==> config.mk <==
export PLATFORM = sky130hd
export DESIGN_NAME = mem_arbiter
export DESIGN_NICKNAME = d
export VERILOG_FILES = /design/src/rtl/mem_arbiter.sv
export SDC_FILE = /design/constraint.sdc
export NUM_CORES = 1
export LEC_CHECK = 0
export ABC_AREA = 1
export BUFFER_PORTS_ARGS = -buffer_cell sky130_fd_sc_hd__buf_2
export CAP_MARGIN = 30
export CORE_MARGIN = 2
export CORE_UTILIZATION = 31
export DETAILED_ROUTE_END_ITERATION = 6
export PLACE_DENSITY = 0.7
export SLEW_MARGIN = 30
export SYNTH_ARGS = -nofsm -noshare
export SYNTH_HDL_FRONTEND = slang
export SYNTH_SLANG_ARGS = --single-unit
==> constraint.sdc <==
create_clock -name clk -period 1.3 [get_ports clk]
set_input_delay 0.065 -clock clk [delete_from_list [all_inputs] [get_ports clk]]
set_output_delay 0.065 -clock clk [all_outputs]
set_load 0.05 [all_outputs]
==> src/rtl/mem_arbiter.sv <==
// Round-robin arbiter that shares the single 128x8 memory port between instruction fetch (port 0)
// and load/store (port 1), sequencing the en/read/write handshake and guarding against a hung memory.
module mem_arbiter #(
    parameter int ADDR_WIDTH = 7,
    parameter int DATA_WIDTH = 8,
    parameter int TIMEOUT    = 15
) (
    input  logic                  clk,
    input  logic                  reset,
    input  logic                  p0_req,
    input  logic                  p1_req,
    input  logic                  p0_we,
    input  logic                  p1_we,
    input  logic [ADDR_WIDTH-1:0] p0_addr,
    input  logic [ADDR_WIDTH-1:0] p1_addr,
    input  logic [DATA_WIDTH-1:0] p0_wdata,
    input  logic [DATA_WIDTH-1:0] p1_wdata,
    output logic                  p0_ack,
    output logic                  p1_ack,
    output logic [DATA_WIDTH-1:0] p0_rdata,
    output logic [DATA_WIDTH-1:0] p1_rdata,
    output logic                  err,
    output logic                  grant,
    output logic                  busy,
    output logic                  mem_en,
    output logic                  mem_read,
    output logic                  mem_write,
    output logic [ADDR_WIDTH-1:0] mem_address,
    output logic [DATA_WIDTH-1:0] mem_input_data,
    input  logic [DATA_WIDTH-1:0] mem_output_data,
    input  logic                  mem_ready
);

    localparam int CNT_W = (TIMEOUT > 0) ? $clog2(TIMEOUT + 1) : 1;
    localparam logic [CNT_W-1:0] CNT_LAST = CNT_W'((TIMEOUT > 0) ? TIMEOUT - 1 : 0);

    typedef enum logic [1:0] {
        IDLE,
        ISSUE,
        RELEASE
    } state_t;

    state_t           state;
    logic             last_served;
    logic [CNT_W-1:0] issue_cnt;

    logic                  pick_p1;
    logic                  sel_we;
    logic [ADDR_WIDTH-1:0] sel_addr;
    logic [DATA_WIDTH-1:0] sel_wdata;
    logic                  timed_out;

    // On a tie the port that was not served last wins.
    assign pick_p1   = p1_req && (!p0_req || !last_served);
    assign sel_we    = pick_p1 ? p1_we    : p0_we;
    assign sel_addr  = pick_p1 ? p1_addr  : p0_addr;
    assign sel_wdata = pick_p1 ? p1_wdata : p0_wdata;
    assign timed_out = (TIMEOUT != 0) && (issue_cnt == CNT_LAST);

    // The mem_* registers double as the latched request fields, so they stay stable through ISSUE.
    always_ff @(posedge clk) begin
        if (reset) begin
            state          <= IDLE;
            last_served    <= 1'b1;
            issue_cnt      <= '0;
            grant          <= 1'b0;
            busy           <= 1'b0;
            p0_ack         <= 1'b0;
            p1_ack         <= 1'b0;
            err            <= 1'b0;
            p0_rdata       <= '0;
            p1_rdata       <= '0;
            mem_en         <= 1'b0;
            mem_read       <= 1'b0;
            mem_write      <= 1'b0;
            mem_address    <= '0;
            mem_input_data <= '0;
        end else begin
            p0_ack <= 1'b0;
            p1_ack <= 1'b0;
            err    <= 1'b0;
            case (state)
                IDLE: begin
                    if (p0_req || p1_req) begin
                        grant          <= pick_p1;
                        busy           <= 1'b1;
                        mem_en         <= 1'b1;
                        mem_read       <= ~sel_we;
                        mem_write      <= sel_we;
                        mem_address    <= sel_addr;
                        mem_input_data <= sel_wdata;
                        issue_cnt      <= '0;
                        state          <= ISSUE;
                    end
                end
                ISSUE: begin
                    if (mem_ready || timed_out) begin
                        if (mem_ready && !mem_write) begin
                            if (grant) begin
                                p1_rdata <= mem_output_data;
                            end else begin
                                p0_rdata <= mem_output_data;
                            end
                        end
                        err       <= ~mem_ready;
                        p0_ack    <= ~grant;
                        p1_ack    <= grant;
                        mem_en    <= 1'b0;
                        mem_read  <= 1'b0;
                        mem_write <= 1'b0;
                        state     <= RELEASE;
                    end else if (issue_cnt != '1) begin
                        issue_cnt <= issue_cnt + 1'b1;
                    end
                end
                RELEASE: begin
                    last_served    <= grant;
                    busy           <= 1'b0;
                    mem_address    <= '0;
                    mem_input_data <= '0;
                    state          <= IDLE;
                end
                default: begin
                    state <= IDLE;
                end
            endcase
        end
    end

endmodule

==> results.md <==
* RSZ-0062 raised after global routing: yes
* TritonRoute pass-1 iters at 4
* Endpoint class of the critical path: register
* Row Count at 29
* Launching element type of the critical path: register
* Leakage at between 0.001 and 0.0015 uW
* Die ar. at 0.00720 mm2
* Detailed Place HPWL at roughly 3.7 mm
* GRT Util Overall at 0.137
* Worst EP arrival at ~1.5 ns
* Vias in the first global route at 1920
* Chip height at around 85 um
* Core Footprint at 0.00635 mm2
* Final nets at between 400 and 500
* Clk pwr share at 0.341
* Slew Limit Headroom at 0.745
* Flop and latch count out of synthesis at 46
* Area growth, synth to finish at 39.7%
* Setup violators final at 0
* Post-synthesis sequential area ratio at 0.454
* Filler Cell Count at between 600 and 700
* Yosys warns at 0
* Reg power frac at 0.411
* Largest net degree at the start of global routing at 31
* First-pass GRT wire length at approximately 8.2 mm
* WL/cell at between 10 and 15 um
* Status: completed
* Remaining DRCs at 0
* Pwr dens at between 1000 and 1500 mW/mm2
* Avg Inst Size Synth at 7.56 um2
* CTS clock-pin slew for the worst setup and hold paths at approximately 0.09 ns
* Non-Filler Instances at around 440
* Worst-Skew Late Latency at approximately 0.3 ns
* H-tree levels at 2
* Slowest cell on the critical path: dfxtp_4
* Data required, critical path at 1.50 ns
* Synth Instances at about 270
* Most frequent cells in the layout: buf_2, nand2_1, dfxtp_1
* Initial DRC Count at 75
* Critical path class: register to register
* ANT nets after route at 0
* I/O pin cnt at 84
* Worst VDD drop at between 700 and 800 uV
* DP Cell Count at between 400 and 500
* TritonCTS clock tree: done
* Crit-path max FO at 5
* Slew Viols, Final at 0
* Multi-input gate area at 975 um2
* Buffer depth of the longest clock path at 2
* Comb pwr share at 0.248
* CTS buffer count at 5
* Fraction of layout cells with a size suffix above 1 at 0.396
* GP Congestion at about 0.86
* Crit-path cells: inv_2 > ha_2 > nand3_2 > nand2_2 > nand2_4 > buf_6 > a21oi_2 > nor2_1
* Int Pwr at approximately 2600 uW
* Fmax at 0.789 GHz
* Switching Share at 0.314
* Via-per-instance ratio at ~4.6
* Pin slew with the least headroom to its limit at around 0.38 ns
* Root Driver: clkbuf_8
* Max Cap Violations at 0
* Diodes inserted at 0
* CP max stage delay at 0.37 ns
* Sw Pwr at around 1200 uW
* Net count after synthesis at 315
* Cell variety after synth at 23
* Layout Skew at a little under 0.005 ns
* Final worst path period need at 1.27 ns
* Final Hold Fails at 0
* IO buf count at a little over 80
* Initial antenna violation count at 0
* Clock sink count at 46
* DR vias at about 2000
* Setup_tns at 0 ns
* Register cell area after layout at just over 900 um2
* GR Overflow Total at 0
* Commonest non-fill, non-tap cell in the layout: buf_2
* Worst Hold Class: primary input to register
* Mapped Area at ~0.002 mm2
* Tcrit/Tclk final at 0.975
* Chip width at about 85 um
* Initial Utilization at 0.319
* Routed Wire Length at 5.04 mm
==> timing repair <==
item                                   4_1_cts  5_1_grt
hold buffers                                 1        0
setup endpoints to repair                    4       23
gates resized for setup                      1       27
pin swaps                                    0        6
endpoints found under the hold margin        1        0
buffers inserted                             0        0
==> stage by stage <==
step           hold WS, ns  power, uW  utilization  setup slack, ns  cell area [um2]
4_1_cts           0.000858       3840        0.432          0.00929             2750
3_5_place_dp         0.310       2520        0.408          -0.0137             2590
5_1_grt             0.0196       4030        0.446          -0.0417             2830
3_3_place_gp         0.305       2510        0.408           0.0384             2590
6_report           0.00339       3850        0.446           0.0331             2830
2_1_floorplan        0.160       2260            -           0.0678             2030
==> worst paths after layout <==
kind | start | endpoint | slack [ns] | cells past startpoint
setup / recovery | issue_cnt[0] | mem_read | 0.03 | 8
hold / removal | mem_output_data[1] | p0_rdata[1] | 0.003 | 3
setup reg to reg | issue_cnt[0] | mem_read | 0.03 | 8
hold reg to reg | busy | busy | 0.46 | 2
==> layer usage <==
metal,up-vias,track usage,routed length (um)
met5,-,0,0
met4,0,0.0462,57
met3,8,0.0379,367
met2,65,0.225,2330
met1,906,0.175,2290
li1,1049,-,-
==> power groups by stage <==
| stage | sequential (uW) | clock [uW] | combinational (uW) |
|---|---|---|---|
| floorplan | 1900 | 0 | 359 |
| global placement | 1610 | 0 | 901 |
| detailed placement | 1610 | 0 | 912 |
| CTS | 1580 | 1340 | 918 |
| global route | 1600 | 1400 | 1040 |
| finish | 1590 | 1310 | 956 |
==> flip-flops by register name, indices dropped and copies added, names as in the netlist <==
register / cells
busy: 1
grant: 1
mem_address: 7
err: 1
mem_input_data: 8
state: 2
mem_en: 1
mem_write: 1
p0_ack: 1
p0_rdata: 8
p1_ack: 1
issue_cnt: 4
last_served: 1
p1_rdata: 8
mem_read: 1
==> critical path, delay by kind of cell (launching register included) <==
kind / cells / cell delay [ns]
buf+inv: 2 / 0.19
simple gates: 4 / 0.33
fa+ha+maj: 1 / 0.17
flops: 1 / 0.37
compound gates: 1 / 0.11
==> cell families (layout without fill, tap and decap cells) <==
group / Yosys count / in the layout / synth area share
AO/OA/AOI/OAI: 60 / 60 / 0.188
adder cells (fa/ha/maj): 2 / 2 / 0.0123
buffers and inverters: 43 / 136 / 0.0988
flip-flops: 46 / 46 / 0.454
AND/OR/NAND/NOR: 117 / 117 / 0.247
==> synth_stat cells <==
cell      number  area (um2)
nand2_1       65         244
dfxtp_1       46         921
a21oi_1       34         170
inv_1         28         105
nor2_1        27         101
nand3_1       17        85.1
o21ai_0       10        50.1
o211ai_1       8        60.1
o211ai_2       8         100
buf_2          4        20.0
inv_2          3        11.3
nor2_4         3        33.8
buf_1          2        7.51
buf_6          2        22.5
clkbuf_1       2        7.51
ha_1           2        25.0
buf_12         1        20.0
inv_4          1        6.26
nand2_2        1        6.26
nand2_4        1        11.3
nand4_1        1        6.26
nor2_2         1        6.26
or2_2          1        6.26
==> area by class of cell <==
| cell class | count | area share |
|---|---|---|
| multi-input combinational | 179 | 0.344 |
| sequential | 46 | 0.330 |
| timing repair buffer | 96 | 0.198 |
| inverter | 32 | 0.0442 |
| tap | 77 | 0.0340 |
| clock buffer | 6 | 0.0292 |
| clock inverter | 2 | 0.0212 |
(Power assumes the default switching activity.)
